**src/rtl/ram_rd_pkg.sv**
```systemverilog
// rtl/ram_rd_pkg.sv - shared types and constants for the RAM/I/O read-decode stage
package ram_rd_pkg;

  typedef enum logic [1:0] {IDLE, WAIT, DONE} state_t;

  typedef enum logic [1:0] {CLS_RAM, CLS_IO, CLS_ERR} cls_t;

  localparam int CNT_W = 4;

  // Index width for n entries; a single entry still needs one bit of index.
  function automatic int idx_w(input int n);
    return (n > 1) ? $clog2(n) : 1;
  endfunction

endpackage

```
**src/rtl/ram_rd_ctl_if.sv**
```systemverilog
// rtl/ram_rd_ctl_if.sv - CPU read bus between requester and read-decode stage
interface ram_rd_ctl_if #(
  parameter int DW     = 16,
  parameter int AW     = 8,
  parameter int NWORDS = 8,
  parameter int NIO    = 2
);
  logic                 RD_REQ;
  logic [AW-1:0]        RAM_AD_IN;
  logic [NWORDS*DW-1:0] RAM_IN;
  logic [NIO*DW-1:0]    IO_IN;
  logic                 BUSY;
  logic                 RD_ACK;
  logic [AW-1:0]        RAM_AD_OUT;
  logic [DW-1:0]        RAM_OUT;
  logic                 RD_ERR;

  modport master (
    output RD_REQ, RAM_AD_IN, RAM_IN, IO_IN,
    input  BUSY, RD_ACK, RAM_AD_OUT, RAM_OUT, RD_ERR
  );

  modport slave (
    input  RD_REQ, RAM_AD_IN, RAM_IN, IO_IN,
    output BUSY, RD_ACK, RAM_AD_OUT, RAM_OUT, RD_ERR
  );
endinterface

```
**src/rtl/ram_rd_decode.sv**
```systemverilog
// rtl/ram_rd_decode.sv - combinational address to class and index decoder
module ram_rd_decode
  import ram_rd_pkg::*;
#(
  parameter int AW      = 8,
  parameter int NWORDS  = 8,
  parameter int NIO     = 2,
  parameter int IO_BASE = 'h40,
  parameter int RW      = idx_w(NWORDS),
  parameter int IW      = idx_w(NIO)
) (
  input  logic [AW-1:0] addr,
  output cls_t          cls,
  output logic [RW-1:0] ram_idx,
  output logic [IW-1:0] io_idx
);

  // One extra bit keeps the compares free of wrap-around at the top of the map.
  localparam logic [AW:0] NW_X  = (AW+1)'(NWORDS);
  localparam logic [AW:0] IOB_X = (AW+1)'(IO_BASE);
  localparam logic [AW:0] NIO_X = (AW+1)'(NIO);

  logic [AW:0] a_x;
  logic [AW:0] off_x;

  assign a_x   = {1'b0, addr};
  assign off_x = a_x - IOB_X;

  always_comb begin
    cls     = CLS_ERR;
    ram_idx = '0;
    io_idx  = '0;
    if (a_x < NW_X) begin
      cls     = CLS_RAM;
      ram_idx = addr[RW-1:0];
    end else if ((a_x >= IOB_X) && (off_x < NIO_X)) begin
      cls    = CLS_IO;
      io_idx = off_x[IW-1:0];
    end
  end

endmodule

```
**src/rtl/ram_rd_ctl.sv**
```systemverilog
// rtl/ram_rd_ctl.sv - read-decode stage with I/O wait states and decode-error flag
module ram_rd_ctl
  import ram_rd_pkg::*;
#(
  parameter int DW      = 16,
  parameter int AW      = 8,
  parameter int NWORDS  = 8,
  parameter int NIO     = 2,
  parameter int IO_BASE = 'h40,
  parameter int IO_WAIT = 1
) (
  input logic         CLK_DC,
  input logic         N_RESET,
  ram_rd_ctl_if.slave bus
);

  localparam int RW = idx_w(NWORDS);
  localparam int IW = idx_w(NIO);

  state_t            state, state_n;
  logic [CNT_W-1:0]  cnt, cnt_n;
  logic [AW-1:0]     addr_q, addr_n;
  logic [IW-1:0]     io_idx_q, io_idx_n;
  logic [DW-1:0]     out_q;
  logic [AW-1:0]     ad_q;
  logic              err_q;

  cls_t              d_cls;
  logic [RW-1:0]     d_ram_idx;
  logic [IW-1:0]     d_io_idx;

  logic              load;
  logic [DW-1:0]     sel_data;
  logic [AW-1:0]     sel_addr;
  logic              sel_err;

  ram_rd_decode #(
    .AW      (AW),
    .NWORDS  (NWORDS),
    .NIO     (NIO),
    .IO_BASE (IO_BASE),
    .RW      (RW),
    .IW      (IW)
  ) u_decode (
    .addr    (bus.RAM_AD_IN),
    .cls     (d_cls),
    .ram_idx (d_ram_idx),
    .io_idx  (d_io_idx)
  );

  // load marks the single cycle that enters DONE; output registers capture then.
  always_comb begin
    state_n  = state;
    cnt_n    = cnt;
    addr_n   = addr_q;
    io_idx_n = io_idx_q;
    load     = 1'b0;
    sel_data = '0;
    sel_addr = addr_q;
    sel_err  = 1'b0;
    case (state)
      IDLE: begin
        if (bus.RD_REQ) begin
          addr_n   = bus.RAM_AD_IN;
          io_idx_n = d_io_idx;
          sel_addr = bus.RAM_AD_IN;
          case (d_cls)
            CLS_RAM: begin
              sel_data = bus.RAM_IN[d_ram_idx*DW +: DW];
              load     = 1'b1;
              state_n  = DONE;
            end
            CLS_IO: begin
              if (IO_WAIT == 0) begin
                sel_data = bus.IO_IN[d_io_idx*DW +: DW];
                load     = 1'b1;
                state_n  = DONE;
              end else begin
                cnt_n   = CNT_W'(IO_WAIT);
                state_n = WAIT;
              end
            end
            default: begin
              sel_err = 1'b1;
              load    = 1'b1;
              state_n = DONE;
            end
          endcase
        end
      end
      WAIT: begin
        cnt_n = cnt - CNT_W'(1);
        if (cnt == CNT_W'(1)) begin
          sel_data = bus.IO_IN[io_idx_q*DW +: DW];
          load     = 1'b1;
          state_n  = DONE;
        end
      end
      DONE:    state_n = IDLE;
      default: state_n = IDLE;
    endcase
  end

  always_ff @(posedge CLK_DC) begin
    if (!N_RESET) begin
      state    <= IDLE;
      cnt      <= '0;
      addr_q   <= '0;
      io_idx_q <= '0;
      out_q    <= '0;
      ad_q     <= '0;
      err_q    <= 1'b0;
    end else begin
      state    <= state_n;
      cnt      <= cnt_n;
      addr_q   <= addr_n;
      io_idx_q <= io_idx_n;
      if (load) begin
        out_q <= sel_data;
        ad_q  <= sel_addr;
        err_q <= sel_err;
      end
    end
  end

  assign bus.BUSY       = (state != IDLE);
  assign bus.RD_ACK     = (state == DONE);
  assign bus.RAM_AD_OUT = ad_q;
  assign bus.RAM_OUT    = out_q;
  assign bus.RD_ERR     = err_q;

endmodule

```
**src/flat_wrapper.sv**
```systemverilog
// flat-port wrapper written by rule: the top's interface ports become plain ports
module ram_rd_ctl_flat import ram_rd_pkg::*;
#(
  parameter int DW      = 16,
  parameter int AW      = 8,
  parameter int NWORDS  = 8,
  parameter int NIO     = 2,
  parameter int IO_BASE = 'h40,
  parameter int IO_WAIT = 1
)
  (CLK_DC, N_RESET, bus_RD_REQ, bus_RAM_AD_IN, bus_RAM_IN, bus_IO_IN, bus_BUSY, bus_RD_ACK, bus_RAM_AD_OUT, bus_RAM_OUT, bus_RD_ERR);
  ram_rd_ctl_if #(.DW(DW), .AW(AW), .NWORDS(NWORDS), .NIO(NIO)) bus_i ();
  input logic CLK_DC;
  input logic N_RESET;
  input wire logic [$bits(bus_i.RD_REQ)-1:0] bus_RD_REQ;
  input wire logic [$bits(bus_i.RAM_AD_IN)-1:0] bus_RAM_AD_IN;
  input wire logic [$bits(bus_i.RAM_IN)-1:0] bus_RAM_IN;
  input wire logic [$bits(bus_i.IO_IN)-1:0] bus_IO_IN;
  output wire logic [$bits(bus_i.BUSY)-1:0] bus_BUSY;
  output wire logic [$bits(bus_i.RD_ACK)-1:0] bus_RD_ACK;
  output wire logic [$bits(bus_i.RAM_AD_OUT)-1:0] bus_RAM_AD_OUT;
  output wire logic [$bits(bus_i.RAM_OUT)-1:0] bus_RAM_OUT;
  output wire logic [$bits(bus_i.RD_ERR)-1:0] bus_RD_ERR;
  assign bus_i.RD_REQ = bus_RD_REQ;
  assign bus_i.RAM_AD_IN = bus_RAM_AD_IN;
  assign bus_i.RAM_IN = bus_RAM_IN;
  assign bus_i.IO_IN = bus_IO_IN;
  assign bus_BUSY = bus_i.BUSY;
  assign bus_RD_ACK = bus_i.RD_ACK;
  assign bus_RAM_AD_OUT = bus_i.RAM_AD_OUT;
  assign bus_RAM_OUT = bus_i.RAM_OUT;
  assign bus_RD_ERR = bus_i.RD_ERR;
  ram_rd_ctl #(.DW(DW), .AW(AW), .NWORDS(NWORDS), .NIO(NIO), .IO_BASE(IO_BASE), .IO_WAIT(IO_WAIT)) u_core (.CLK_DC(CLK_DC), .N_RESET(N_RESET), .bus(bus_i));
endmodule
```
**config.mk**
```make
export PLATFORM = sky130hd
export DESIGN_NAME = ram_rd_ctl_flat
export DESIGN_NICKNAME = d
export VERILOG_FILES = /design/src/rtl/ram_rd_pkg.sv /design/src/rtl/ram_rd_ctl_if.sv /design/src/rtl/ram_rd_decode.sv /design/src/rtl/ram_rd_ctl.sv /design/src/flat_wrapper.sv
export SDC_FILE = /design/constraint.sdc
export NUM_CORES = 1
export LEC_CHECK = 0
export CORE_ASPECT_RATIO = 1.5
export CORE_MARGIN = 5
export CORE_UTILIZATION = 37
export DETAILED_ROUTE_END_ITERATION = 7
export GPL_ROUTABILITY_DRIVEN = 0
export HOLD_SLACK_MARGIN = 0.03
export PLACE_DENSITY_LB_ADDON = 0.08
export SYNTH_ARGS = -nofsm -noshare
export SYNTH_HDL_FRONTEND = slang
export SYNTH_HIERARCHICAL = 1
export SYNTH_SLANG_ARGS = --single-unit
```
**constraint.sdc**
```tcl
create_clock -name CLK_DC -period 2.7 [get_ports CLK_DC]
set_clock_uncertainty 0.15 [all_clocks]
set_input_delay 0.405 -clock CLK_DC [delete_from_list [all_inputs] [get_ports CLK_DC]]
set_output_delay 0.405 -clock CLK_DC [all_outputs]
set_load 0.1 [all_outputs]
```
Yosys cells after proc, flatten, opt, wreduce, memory -nomap -nowiden
Index checks and enable logic that the tools add are counted.

Register bits: 40. Input port bits: 171. Output and inout port bits: 27. Word-level logic and storage cells: 55.

Add/subtract/negate cells: 2. Magnitude comparators: 3. Equality and inequality tests: 7. Shifts and indexed selects: 2. Mux-type cells: 25. Reduce and logical (&&, ||, !) cells: 9.

Operator list (count): $shiftx A128 B8 Y16 (1); $mux W16 (3); $pmux W16 S2 (1); $shiftx A32 B6 Y16 (1); $mux W8 (2); $mux W2 (5); $lt A9 B2 Y1 const B (1); $sub A8 B7 Y9 const B (1); $ge A8 B7 Y1 const B (1); $lt A8 B4 Y1 const B (1); $mux W1 (8); $mux W4 (2); $pmux W4 S2 (1); $eq A2 B1 Y1 const B (2); $eq A4 B1 Y1 const B (1); $logic_not A2 Y1 (2); $ne A2 B2 Y1 const B (2); $pmux W2 S2 (1); $reduce_and A2 Y1 (2); $reduce_bool A2 Y1 (2); $sub A4 B1 Y4 const B (1); $mux W3 (1); $reduce_and A3 Y1 (1); $eq A2 B2 Y1 const B (1); 4 further kinds (4).

Logic depth before layout (Yosys ltp)
Word-level depth: 10. Depth in mapped cells: 10.

Cells and area by module
Netlist, hierarchy kept.

By module, submodules not included: ram_rd_ctl (times used 1, cells each 264, area each 2871.5 um2); ram_rd_decode (times used 1, cells each 18, area each 101.3 um2).

Worst setup path after synthesis
Ideal clock, no wire load.

Path kind: flip-flop to output port. Start point: register u_core.state[1]. End point: output bus_RD_ACK. Arrival: 1932 ps. Path slack: 213 ps. Cell stages (with the launch flop): 4. Path buffers: 1. Cell sequence: dfxtp_1 -> inv_1 -> clkbuf_1 -> nor2_1.

Word-level cells in the longest chain between the ends: 1.

Ends and longest elaborated chain: from (decl) (line ram_rd_ctl.sv:20) `state_t state, state_n;`; from (signal assigned) (line ram_rd_ctl.sv:114) `state <= state_n;`; $eq A2 B2 Y1 (line ram_rd_ctl.sv:127) `assign bus.RD_ACK = (state == DONE);`; to (decl) (line flat_wrapper.sv:20) `output wire logic [$bits(bus_i.RD_ACK)-1:0] bus_RD_ACK;`.

Every way passes these cells.

Worst setup path after layout
Start point: input bus_RAM_AD_IN[7]. End point: register u_core.out_q[13] (netlist: u_core/bus.RAM_OUT[13]).

Elaborated cells on any way between the ends: 17. Classes of those cells: 1 x add/sub; 3 x order compare; 1 x eq/ne; 1 x shift; 9 x mux; 2 x reduce/logical.

RTL lines: from (decl) (line flat_wrapper.sv:16) `input wire logic [$bits(bus_i.RAM_AD_IN)-1:0] bus_RAM_AD_IN;`; $lt A8 B4 Y1 (line ram_rd_decode.sv:33) `if (a_x < NW_X) begin`; $mux W3 (line ram_rd_decode.sv:33); net u_core.d_ram_idx[0] (line ram_rd_ctl.sv:29) `logic [RW-1:0] d_ram_idx;`; $shiftx A128 B8 Y16 (line ram_rd_ctl.sv:69) `sel_data = bus.RAM_IN[d_ram_idx*DW +: DW];`; $mux W16 (line ram_rd_ctl.sv:67) `case (d_cls)`; $mux W16 (line ram_rd_ctl.sv:63) `if (bus.RD_REQ) begin`; $pmux W16 S2 (line ram_rd_ctl.sv:61) `case (state)`; to (signal assigned) (line ram_rd_ctl.sv:119) `out_q <= sel_data;`; to (decl) (line ram_rd_ctl.sv:24) `logic [DW-1:0] out_q;`.

The timed path passes the listed nets, and every way through them passes these cells. A chain may end at the register's enable or synchronous reset.

==> parameters.txt <==
Parameter                              Value

Hold path
  Depth of the worst hold-timing path ... 2
  Endpoint of the worst hold-timing path ... u_core/addr_q[3]
  Hold path start ... u_core/addr_q[3]
  Hold Crit Class ... register to register

Synthesis
  Post-synthesis average cell area ... 10.5 um2
  Sequential fraction of the synthesis area ... 26.9%
  Synthesized instance count ... 282
  Netlist area before placement ... 0.00297 mm2
  Synthesized Nets ... 457
  Post-synth ARST share ... 0%
  Number of warnings printed during yosys synthesis ... 6
  Area fraction of the dominant cell type after synthesis ... 26.9%
  Number of register bits inferred by synthesis ... 40
  Cell taking the most area after synthesis ... sky130_fd_sc_hd__dfxtp_1
  Count of cell types in the netlist ... 40
  Dominant cell by count in the synthesized netlist ... sky130_fd_sc_hd__dfxtp_1
  Number of enable flip-flop cells after synthesis ... 0
  Synth area leaders ... sky130_fd_sc_hd__dfxtp_1, sky130_fd_sc_hd__mux4_2, sky130_fd_sc_hd__mux2i_1, sky130_fd_sc_hd__a21oi_1, sky130_fd_sc_hd__mux2_2
  Top cells by instance count after synthesis ... sky130_fd_sc_hd__dfxtp_1, sky130_fd_sc_hd__mux4_2, sky130_fd_sc_hd__mux2i_1
  Top flip-flop cell by instance count after synthesis ... sky130_fd_sc_hd__dfxtp_1

Power and ir drop
  Net switching share of the total power ... 29.5%
  Power Density ... 387 mW/mm2
  Combinational fraction of design power ... 35.9%
  Leakage ... 0.00189 uW
  Psw ... 602 uW
  Design internal power ... 1440 uW
  Share of total power in sequential cells ... 31.3%
  IR drop worst, VDD ... 0.000311 V
  Clock network fraction of design power ... 32.8%
  Total power draw ... 2040 uW

Worst setup path
  Max stage delay cell, worst path ... sky130_fd_sc_hd__mux4_2
  Worst reg2reg endpoint ... u_core/bus.RAM_OUT[13]
  Startpoint of the worst register-to-register path ... u_core/cnt[1]
  Most prevalent standard cell on the critical path ... sky130_fd_sc_hd__inv_1
  Critical path launch point type ... input port
  CP max FO ... 20
  Type of the worst setup path ... input port to register
  Reg2Reg Setup Slack ... 700 ps
  Buf+Inv Stages, Crit Path ... 4
  Category of cells accounting for the largest share of critical-path delay ... buffers and inverters
  Maximum single-stage delay on the critical path ... 510 ps
  CP required ... 2700 ps
  Endpoint kind of the worst setup timing path ... register
  CP cell instances ... clkdlybuf4s50_1 -> inv_1 -> ha_1 -> inv_1 -> o21ai_1 -> nor2_4 -> buf_12 -> mux4_2 -> mux2i_1 -> o221ai_1
  Endpoint arrival time on the critical path ... 2560 ps
  Number of cell instances on the worst register-to-register path ... 6

Floorplanning
  Placement Rows ... 40
  Die area ... 0.00996 mm2
  Core ar. ... 0.00791 mm2
  Width of the chip ... 83.2 um
  Initial core utilization ... 37.6%
  Height of the chip ... 120 um
  I/O pins ... 198

Route
  Number of vias per cell ... 5.31
  Drt pass-1 iters ... 4
  Final wirelength ... 10.9 mm
  Overall via count from detail_route ... 3132
  Number of nets still failing antenna checks after routing ... 0
  Remaining DRCs ... 0
  Detailed Route Iter0 Violations ... 146
  Average detailed-routed wire length per instance ... 18.5 um

Global route
  Largest net degree at the start of global routing ... 32
  Antenna violations before repair ... 0
  Total global routing track utilization ... 21.6%
  Wire length of the first global-routing pass ... 17.3 mm
  Total congestion overflow ... 0
  Number of global-route vias before repair ... 3402

CTS
  Setup repair bufs after CTS ... 0
  H-Tree Level Count ... 2
  TritonCTS clock tree ... built
  Number of CTS-inserted buffers ... 5
  Register clock-pin slew on the reported worst setup and hold paths ... 60 ps
  Library cell used as clock root buffer ... sky130_fd_sc_hd__clkbuf_16
  Max clock buf depth ... 2
  Clock insertion delay at the later pin of the skew report ... 280 ps
  Num Clock Sinks ... 40
  Number of instances resized during post-cts repair ... 0
  Number of hold-repair buffers added at the cts stage ... 0

STA
  Tightest Pin Transition ... 682 ps
  Slew Limit Fails ... 0
  Hold violation count in the final report ... 0
  Post-route fraction of the period consumed by the critical path ... 95.1%
  Clock period minus final worst setup slack ... 2570 ps
  Upper clock frequency limit ... 0.389 GHz
  Tightest slew margin relative to the limit ... 54.5%
  RSZ-0062 raised after global routing ... true
  Total setup violations reported at the end of the flow ... 0

Final layout
  Post-layout nets ... 659
  Share of post-route cells with drive strength above 1 ... 24.3%
  Number of antenna cells inserted ... 0
  Final Util ... 66.7%
  Area growth, synth to finish ... 77.5%

Run
  Max-cap violations ... 0

Outcome
  Outcome ... finished clean

Placement
  HPWL Detailed ... 9.37 mm
  Number of port buffers ... 197
## worst min-delay path, stage by stage, from the launching register on
cell and delay, ps:
sky130_fd_sc_hd__dfxtp_1 300, sky130_fd_sc_hd__mux2i_1 70, sky130_fd_sc_hd__nor2_1 80
## cell usage in the layout, fill, tap and decap left out, drive strengths merged, types with 10 or more instances in the layout
cell type | synthesis | final
clkdlybuf4s50 | 0 | 170
buf | 20 | 52
dfxtp | 40 | 40
mux4 | 32 | 32
mux2i | 25 | 25
nor2 | 22 | 22
a21oi | 19 | 19
nor3 | 13 | 13
inv | 10 | 10
nand2 | 10 | 10
nand3 | 10 | 10
## cell type report
| type | instances | area, um2 |
|---|---|---|
| Sequential cell | 40 | 801 |
| Inverter | 10 | 37.5 |
| Clock inverter | 3 | 42.5 |
| Multi-Input combinational cell | 205 | 1990 |
| Timing Repair Buffer | 222 | 2150 |
| Fill cell | 676 | 2630 |
| Tap cell | 105 | 131 |
| Clock buffer | 5 | 125 |
## power groups by stage
stage / Combinational (uW) / Sequential, uW / Clock (uW)
2_1_floorplan: 223 / 809 / 0
4_1_cts: 737 / 638 / 682
3_3_place_gp: 728 / 650 / 0
6_report: 733 / 638 / 670
5_1_grt: 775 / 642 / 703
3_5_place_dp: 735 / 651 / 0
## metal layers
metal | wire length, um | track usage (%) | vias to the layer above
met3 | 898 | 6.25 | 11
met1 | 4110 | 23.8 | 1468
li1 | - | - | 1515
met4 | 175 | 5.62 | 0
met5 | 0 | 0 | -
met2 | 5750 | 40.2 | 138
## kinds of logic (layout without fill, tap and decap cells)
family                     Yosys count  after routing  synth area share [%]
buffers and inverters               37            240                  6.99
and+or+nand+nor                     75             75                  14.2
xor gates and xnor gates             2              2                 0.589
muxes                               65             65                  35.7
adders and majority gates            4              4                  1.68
DFF                                 40             40                  26.9
AOI/OAI and AO/OA                   59             59                  13.9
## sequential cells by signal, indices dropped and copies added (netlist names)
| signal | count |
|---|---|
| u_core/bus.RAM_OUT | 16 |
| u_core/addr_q | 8 |
| u_core/bus.RAM_AD_OUT | 8 |
| u_core/cnt | 4 |
| u_core/state | 2 |
| u_core/bus.RD_ERR | 1 |
| u_core/io_idx_q | 1 |
## stage by stage
step | TNS, ps | setup WS [ps] | cell area (um2) | hold WS, ps | instances
floorplan | 0 | 213 | 2970 | 306 | 282
global placement | -1750 | -156 | 5100 | 319 | 582
detailed placement | -2690 | -175 | 5100 | 332 | 582
CTS | 0 | 122 | 5270 | 340 | 590
global route | -9.21 | -6.03 | 5280 | 353 | 590
finish | 0 | 132 | 5280 | 345 | 590
## worst max path at each step
stage               slack [ps]             start                      to  cells after the start
floorplan                  210   u_core/state[1]              bus_RD_ACK                      3
global placement          -160  bus_RAM_AD_IN[6]  u_core/bus.RAM_OUT[12]                     10
detailed placement        -170  bus_RAM_AD_IN[6]  u_core/bus.RAM_OUT[12]                     10
CTS                        120  bus_RAM_AD_IN[6]  u_core/bus.RAM_OUT[12]                     10
global route                -6  bus_RAM_AD_IN[6]   u_core/bus.RAM_OUT[8]                     10
finish                     130  bus_RAM_AD_IN[7]  u_core/bus.RAM_OUT[13]                     10
Note: power is estimated with default switching activity, not from simulation.
